==> src/rtl/ad_ch_demux_pkg.sv <==
// Shared constants and the FIFO entry layout for the AD7606 channel demux.
package ad_pkg;

  localparam int unsigned NUM_CH   = 8;
  localparam int unsigned DATA_W   = 16;
  localparam int unsigned CH_IDX_W = 3;

  typedef struct packed {
    logic                sof;
    logic [CH_IDX_W-1:0] ch;
    logic [DATA_W-1:0]   data;
  } fifo_entry_t;

  localparam int unsigned ENTRY_W = $bits(fifo_entry_t);

endpackage

==> src/rtl/ad_ch_demux_sync_fifo.sv <==
// First-word fall-through synchronous FIFO. Head entry is read combinationally
// from registered storage; push while full is accepted only if a pop happens
// in the same cycle.
module sync_fifo #(
  parameter int unsigned WIDTH = 20,
  parameter int unsigned DEPTH = 16
) (
  input  logic             clk,
  input  logic             rst,
  input  logic             push,
  input  logic             pop,
  input  logic [WIDTH-1:0] din,
  output logic [WIDTH-1:0] dout,
  output logic             full,
  output logic             empty
);

  localparam int unsigned AW = $clog2(DEPTH);

  logic [WIDTH-1:0] r_mem [DEPTH];
  logic [AW-1:0]    r_wr_ptr;
  logic [AW-1:0]    r_rd_ptr;
  logic [AW:0]      r_count;
  logic             w_do_push;
  logic             w_do_pop;

  assign empty     = (r_count == '0);
  assign full      = (r_count == (AW+1)'(DEPTH));
  assign w_do_pop  = pop && !empty;
  assign w_do_push = push && (!full || w_do_pop);
  assign dout      = r_mem[r_rd_ptr];

  // Storage write; contents are deliberately left unreset.
  always_ff @(posedge clk) begin
    if (w_do_push) begin
      r_mem[r_wr_ptr] <= din;
    end
  end

  // Pointer and occupancy bookkeeping; pointers wrap naturally (power-of-two depth).
  always_ff @(posedge clk) begin
    if (rst) begin
      r_wr_ptr <= '0;
      r_rd_ptr <= '0;
      r_count  <= '0;
    end else begin
      if (w_do_push) begin
        r_wr_ptr <= r_wr_ptr + AW'(1);
      end
      if (w_do_pop) begin
        r_rd_ptr <= r_rd_ptr + AW'(1);
      end
      case ({w_do_push, w_do_pop})
        2'b10:   r_count <= r_count + (AW+1)'(1);
        2'b01:   r_count <= r_count - (AW+1)'(1);
        default: r_count <= r_count;
      endcase
    end
  end

endmodule

==> src/rtl/ad_ch_demux.sv <==
// Tags the serial per-channel sample stream from the AD7606 read controller
// with channel index and start-of-frame, filters by channel mask, buffers in
// a FWFT FIFO and tracks frame count, drops and resync errors.
module ad_ch_demux
  import ad_pkg::*;
#(
  parameter int unsigned       GAP_MAX    = 12,
  parameter int unsigned       FIFO_DEPTH = 16,
  parameter logic [NUM_CH-1:0] CH_MASK    = 8'hFF
) (
  input  logic                clk,
  input  logic                rst,
  input  logic [DATA_W-1:0]   in_data,
  input  logic                in_flag,
  input  logic                clr_err,
  output logic [DATA_W-1:0]   out_data,
  output logic [CH_IDX_W-1:0] out_ch,
  output logic                out_sof,
  output logic                out_valid,
  input  logic                out_ready,
  output logic [15:0]         frame_cnt,
  output logic [7:0]          drop_cnt,
  output logic                ovf_err,
  output logic                frag_err
);

  localparam int unsigned GW = $clog2(GAP_MAX + 1);

  logic [CH_IDX_W-1:0] r_ch_idx;
  logic [GW-1:0]       r_gap_cnt;
  logic [15:0]         r_frame_cnt;
  logic [7:0]          r_drop_cnt;
  logic                r_ovf_err;
  logic                r_frag_err;

  logic                w_timeout;
  logic                w_last_ch;
  logic                w_push_req;
  logic                w_pop;
  logic                w_drop;
  logic                w_full;
  logic                w_empty;
  fifo_entry_t         w_din;
  fifo_entry_t         w_dout;

  // A flag in the timeout cycle wins, so the resync only fires on idle cycles.
  assign w_timeout  = !in_flag && (r_gap_cnt == GW'(GAP_MAX)) && (r_ch_idx != '0);
  assign w_last_ch  = (r_ch_idx == CH_IDX_W'(NUM_CH - 1));
  assign w_push_req = in_flag && CH_MASK[r_ch_idx];
  assign w_pop      = out_ready && !w_empty;
  assign w_drop     = w_push_req && w_full && !w_pop;

  // Entry for the incoming sample, tagged with the current channel.
  always_comb begin
    w_din      = '0;
    w_din.sof  = (r_ch_idx == '0);
    w_din.ch   = r_ch_idx;
    w_din.data = in_data;
  end

  sync_fifo #(
    .WIDTH (ENTRY_W),
    .DEPTH (FIFO_DEPTH)
  ) u_fifo (
    .clk   (clk),
    .rst   (rst),
    .push  (w_push_req),
    .pop   (w_pop),
    .din   (w_din),
    .dout  (w_dout),
    .full  (w_full),
    .empty (w_empty)
  );

  // Head presentation; forced to zero when empty since storage is not reset.
  always_comb begin
    out_valid = !w_empty;
    out_data  = '0;
    out_ch    = '0;
    out_sof   = 1'b0;
    if (!w_empty) begin
      out_data = w_dout.data;
      out_ch   = w_dout.ch;
      out_sof  = w_dout.sof;
    end
  end

  // Channel counter, gap timer and frame counter.
  always_ff @(posedge clk) begin
    if (rst) begin
      r_ch_idx    <= '0;
      r_gap_cnt   <= '0;
      r_frame_cnt <= '0;
    end else if (in_flag) begin
      r_gap_cnt <= '0;
      r_ch_idx  <= w_last_ch ? '0 : r_ch_idx + CH_IDX_W'(1);
      if (w_last_ch) begin
        r_frame_cnt <= r_frame_cnt + 16'd1;
      end
    end else begin
      if (r_gap_cnt != GW'(GAP_MAX)) begin
        r_gap_cnt <= r_gap_cnt + GW'(1);
      end
      if (w_timeout) begin
        r_ch_idx <= '0;
      end
    end
  end

  // Sticky errors and drop counter; an event in the clear cycle takes priority.
  always_ff @(posedge clk) begin
    if (rst) begin
      r_drop_cnt <= '0;
      r_ovf_err  <= 1'b0;
      r_frag_err <= 1'b0;
    end else begin
      if (w_drop) begin
        r_ovf_err  <= 1'b1;
        r_drop_cnt <= clr_err ? 8'd1 : ((r_drop_cnt == '1) ? '1 : r_drop_cnt + 8'd1);
      end else if (clr_err) begin
        r_ovf_err  <= 1'b0;
        r_drop_cnt <= '0;
      end
      if (w_timeout) begin
        r_frag_err <= 1'b1;
      end else if (clr_err) begin
        r_frag_err <= 1'b0;
      end
    end
  end

  assign frame_cnt = r_frame_cnt;
  assign drop_cnt  = r_drop_cnt;
  assign ovf_err   = r_ovf_err;
  assign frag_err  = r_frag_err;

endmodule

==> config.mk <==
export PLATFORM = sky130hd
export DESIGN_NAME = ad_ch_demux
export DESIGN_NICKNAME = d
export VERILOG_FILES = /design/src/rtl/ad_ch_demux_pkg.sv /design/src/rtl/ad_ch_demux_sync_fifo.sv /design/src/rtl/ad_ch_demux.sv
export SDC_FILE = /design/constraint.sdc
export NUM_CORES = 1
export LEC_CHECK = 0
export BUFFER_PORTS_ARGS = -buffer_cell sky130_fd_sc_hd__clkbuf_2
export CAP_MARGIN = 40
export CORE_AREA = 2 2 121 211
export CTS_CLUSTER_DIAMETER = 150
export CTS_CLUSTER_SIZE = 20
export DETAILED_ROUTE_END_ITERATION = 8
export DIE_AREA = 0 0 123 213
export GPL_TIMING_DRIVEN = 0
export PLACE_DENSITY = 0.78
export REMOVE_ABC_BUFFERS = 1
export SLEW_MARGIN = 20
export SYNTH_ARGS = -nofsm -noshare
export SYNTH_HDL_FRONTEND = slang
export SYNTH_SLANG_ARGS = --single-unit
==> constraint.sdc <==
create_clock -name clk -period 3.6 [get_ports clk]
set_input_delay 0.54 -clock clk [delete_from_list [all_inputs] [get_ports clk]]
set_output_delay 0.54 -clock clk [all_outputs]
set_load 0.01 [all_outputs]
== Word-level counts from Yosys, hierarchy flattened ==
Memories as Yosys holds them, arrays and structs flattened. A register that Yosys moved wholly into a read port is not among the register bits.
Index checks and enable logic that the tools add are counted.

* $add $sub $neg: 8
* Magnitude comparators: 1
* Equality and inequality tests: 7
* Mux-type cells: 21
* Reductions and logical operators: 22

{| class="wikitable"
|+ Operators with widths
! kind !! count
|-
| $mux W8 || 4
|-
| $mux W3 || 6
|-
| $add A16 B1 Y16 const B || 1
|-
| $mux W16 || 1
|-
| $add A4 B1 Y4 const B || 3
|-
| $pmux W5 S2 || 1
|-
| $add A8 B1 Y8 const B || 1
|-
| $eq A8 B8 Y1 const B || 1
|-
| $logic_and A1 B1 Y1 || 8
|-
| $mux W4 || 2
|-
| $reduce_bool A2 Y1 || 4
|-
| $mux W1 || 7
|-
| $add A5 B1 Y5 const B || 1
|-
| $eq A5 B5 Y1 const B || 1
|-
| $logic_not A5 Y1 || 1
|-
| $sub A5 B1 Y5 const B || 1
|-
| $eq A4 B4 Y1 const B || 1
|-
| $logic_not A1 Y1 || 4
|-
| $lt A3 B4 Y1 const B || 1
|-
| $ne A4 B4 Y1 const B || 1
|-
| $add A3 B1 Y3 const B || 1
|-
| $eq A3 B3 Y1 const B || 1
|-
| $logic_not A3 Y1 || 1
|-
| $reduce_bool A3 Y1 || 1
|-
| 5 further kinds || 5
|}

* Flip-flop bits (word level): 46
* Bits in writable memories: 320
* Memory bits (read-only): 8
* Bits of input ports: 21
* Output and inout bits: 47
* Logic and storage cells: 70
* Memories: 2

{| class="wikitable"
|+ Memory list
! memory !! depth !! bits a word !! rd ports !! clocked after memory_dff !! write ports !! RTL line !! source
|-
| u_fifo.r_mem || 16 || 20 || 1 || 1 || 1 || ad_ch_demux_sync_fifo.sv:20 || <nowiki>logic [WIDTH-1:0] r_mem [DEPTH];</nowiki>
|-
| (name not given) || 8 || 1 || 1 || 1 || 0 || ad_ch_demux.sv:49 || <nowiki>assign w_push_req = in_flag && CH_MASK[r_ch_idx];</nowiki>
|}

== Longest topological paths before layout ==
* Word-level depth: 8
* Gate-level depth with buffers: 9
* Mapped depth without buffers: 8

== Modules after synthesis ==
From an unflattened synthesis, not the netlist that was laid out.

* Cells, all modules: 828
* Area, all modules: 14709.1 µm²

{| class="wikitable"
|+ By module, submodules not included
! module !! times used !! cells each !! area an instance (µm²) !! seq. area each (µm²)
|-
| sync_fifo || 1 || 618 || 13007.5 || 9949.5
|-
| ad_ch_demux || 1 || 210 || 1701.6 || 660.6
|}

== Worst setup path after synthesis ==
Ideal clock, no wire load.

* Path kind: in2reg
* From: in out_ready
* To: mem u_fifo.r_mem[0][0], enable pin
* Library setup time: 0.422 ns
* Arrival time: 2.632 ns
* Data required time: 3.178 ns
* Path slack: 0.546 ns
* Cell stages on the path: 5
* Buffers on the path: 1
* Cells stage by stage: buf_2 nand2b_1 o21a_1 nand2_1 nor3_1

* Cells in the longest elaborated chain, start to end: 6

{| class="wikitable"
|+ RTL lines
! element !! RTL line !! source
|-
| from (decl) || ad_ch_demux.sv:20 || <nowiki>input logic out_ready,</nowiki>
|-
| $logic_and A1 B1 Y1 || ad_ch_demux.sv:50 || <nowiki>assign w_pop = out_ready && !w_empty;</nowiki>
|-
| $logic_and A1 B1 Y1 || ad_ch_demux_sync_fifo.sv:29 || <nowiki>assign w_do_pop = pop && !empty;</nowiki>
|-
| $logic_or A1 B1 Y1 || ad_ch_demux_sync_fifo.sv:30 || <nowiki>assign w_do_push = push && (!full || w_do_pop);</nowiki>
|-
| $logic_and A1 B1 Y1 || ad_ch_demux_sync_fifo.sv:30 ||
|-
| $mux W1 || ad_ch_demux_sync_fifo.sv:35 || <nowiki>if (w_do_push) begin</nowiki>
|-
| $mux W1 (implied by the code) || ad_ch_demux_sync_fifo.sv:36 || <nowiki>r_mem[r_wr_ptr] <= din;</nowiki>
|-
| to (decl) || ad_ch_demux_sync_fifo.sv:20 ||
|}

No other way between the ends.

==> results.sh <==
export IMPL_cts_root_buf="clkbuf_16"
export IMPL_report_final_slew_viol_count=0
export IMPL_grt_usage=0.238
export IMPL_row_count=76
export IMPL_p_per_area_nw_per_um2=583
export IMPL_comb_power_share=0.227
export IMPL_clk_latency_ns=0.53
export IMPL_switching_share=0.269
export IMPL_finalClockSkew_ns=0.0141
export IMPL_hpwlAfterDp_mm=18.4
export IMPL_postCtsSetupBuffers=0
export IMPL_core_area_um2=24500
export IMPL_htreeDepth=1
export IMPL_grt_max_degree=43
export IMPL_grt_pass1_wl_mm=46.0
export IMPL_cts_hold_buffers_added=0
export IMPL_synthesis_area_um2=14700
export IMPL_ir_drop_uv=420
export IMPL_finish_instance_area_um2=16600
export IMPL_crit_chain="buf_12, buf_12, mux4_2, nor2b_1, a211oi_1, a211oi_1, clkbuf_2"
export IMPL_vias=7832
export IMPL_ys_ff_latch=370
export IMPL_die_area_um2=26200
export IMPL_cp_num_buf_inv=3
export IMPL_async_reset_ff_frac=0
export IMPL_postRouteAntennaNets=0
export IMPL_finalCritPeriodShare=0.955
export IMPL_hp_class="in -> reg"
export IMPL_fin_tns_setup_ns=0
export IMPL_max_cap_viol_count=0
export IMPL_synth_cell_types=55
export IMPL_gp_congestion=0.763
export IMPL_area_growth_pct=12.7
export IMPL_drc=0
export IMPL_crit_path_top_delay_cell="mux4_2"
export IMPL_num_nets_final=917
export IMPL_overflow=0
export IMPL_synth_edf_count=320
export IMPL_post_drt_wl_per_cell_um=24.6
export IMPL_tritoncts="yes"
export IMPL_fmax_mhz=291
export IMPL_hp_start="rst"
export IMPL_crit_type="reg -> out"
export IMPL_tightest_slew_ns=0.817
export IMPL_hold_violations=0
export IMPL_cts_resized_gates=0
export IMPL_start_util=0.600
export IMPL_yosysWarnings=0
export IMPL_synthFlopType="edfxtp_1"
export IMPL_period_needed_ns=3.44
export IMPL_intPower_w=0.00707
export IMPL_syn_avg_cell_area_um2=18.3
export IMPL_setup_viol=0
export IMPL_first_global_vias=7979
export IMPL_power_leakage_nw=5.32
export IMPL_io_buffers=67
export IMPL_p_clk_frac=0.259
export IMPL_die_h_um=213
export IMPL_dr_pass1_iters=5
export IMPL_cp_slowest_stage_delay_ns=0.54
export IMPL_vias_per_cell=6.47
export IMPL_cts_made_buffers=22
export IMPL_hold_slack_ns=0.262
export IMPL_maxSlewHeadroom=0.448
export IMPL_critPathLaunchType="flop"
export IMPL_crit_reg2reg_launch="r_ch_idx[1]"
export IMPL_status="completed"
export IMPL_cts_buffer_depth=3
export IMPL_ys_seq_area_frac=0.721
export IMPL_required_ns=3.06
export IMPL_critPathMaxFanout=27
export IMPL_die_x_um=123
export IMPL_initialDrtViolationCount=734
export IMPL_clk_pin_slew_worst_paths_ns=0.08
export IMPL_drt_total_wl_mm=29.7
export IMPL_crit_path_end_kind="output port"
export IMPL_syn_inst=806
export IMPL_cts_sinks=370
export IMPL_antenna_found_initial=1
export IMPL_layout_common_cells="320 x edfxtp_1, 80 x mux4_2, 67 x clkbuf_2"
export IMPL_p_switching_w=0.00260
export IMPL_rsz0062_at_grt="false"
export IMPL_seqPwrFrac=0.514
export IMPL_place_area_um2=15900
export IMPL_crit_family="buffers and inverters"
export IMPL_ios=68
export IMPL_worstPathArrival_ns=2.90
export IMPL_layout_commonest_cell="edfxtp_1"
export IMPL_layout_drive_gt1_share=0.259
==> sequential cells by signal, summed over array words and instances, names as in the netlist, named ones only <==
name             flops
u_fifo.r_wr_ptr      4
u_fifo.r_mem       320
ovf_err              1
frame_cnt           16
drop_cnt             8
u_fifo.r_count       5
r_gap_cnt            4
frag_err             1
u_fifo.r_rd_ptr      4
r_ch_idx             3
==> power by group through the flow <==
stage,registers [W],clock network (W),logic (W)
floorplan,0.00516,0,0.00132
global placement,0.00529,0,0.00188
detailed placement,0.00507,0,0.00221
CTS,0.00497,0.00254,0.00223
global route,0.00499,0.00266,0.00237
finish,0.00497,0.00251,0.00220
==> cell type report <==
class,instances,area (µm²)
diodes,1,2.50
clock buffers,39,636
clock inverters,1,11.3
fillers,1551,7960
inverters,12,45.0
multi-input cells,379,3970
flip-flops and latches,370,10600
well taps,312,390
repair buffers,97,900
==> metal layers <==
layer	GRT usage	vias up	share of wire
met4	0.0968	0	0.042
li1	-	3397	-
met2	0.416	328	0.53
met5	0	-	0
met3	0.0238	77	0.056
met1	0.307	4030	0.37
==> path summary, 6_finish.rpt <==
kind	endpoint	slack [ns]	cells after the start
setup / recovery	out_data[2]	0.16	7
hold reg to reg	r_gap_cnt[2]	0.49	1
hold / removal	ovf_err	0.26	2
setup reg to reg	frame_cnt[13]	0.77	6
==> kinds of logic after synthesis <==
| kind of cell | count (synthesis) | share of synthesized area |
|---|---|---|
| AO/OA/AOI/OAI | 95 | 0.0470 |
| multiplexers | 105 | 0.140 |
| flip-flops | 370 | 0.721 |
| adder cells (fa/ha/maj) | 14 | 0.0119 |
| buffers and inverters | 57 | 0.0171 |
| AND/OR/NAND/NOR | 147 | 0.0526 |
| XOR/XNOR | 18 | 0.0107 |
==> Yosys cell counts (11+ instances only) <==
master,n,share of area
ha_1,14,0.012
mux2i_1,23,0.016
inv_1,11,0.0028
dfxtp_1,50,0.068
nand2_1,25,0.0064
nor2b_1,25,0.011
nor3_1,12,0.0041
mux4_2,80,0.12
edfxtp_1,320,0.65
nor2_1,41,0.010
a211oi_1,41,0.021
nand3_1,13,0.0044
clkbuf_1,22,0.0056
buf_2,14,0.0048
a21oi_1,14,0.0048
xor2_1,14,0.0083
==> metrics by stage <==
step / power, W / util / instances / setup WS, ns
6_report: 0.00967 / 0.676 / 1211 / 0.161
3_5_place_dp: 0.00728 / 0.648 / 1167 / 0.678
3_3_place_gp: 0.00716 / 0.621 / 1140 / -2.60
5_1_grt: 0.0100 / 0.676 / 1211 / 0.00439
4_1_cts: 0.00974 / 0.674 / 1207 / 0.0804
2_1_floorplan: 0.00648 / - / 761 / -0.779
Note: power is estimated with default switching activity, not from simulation.
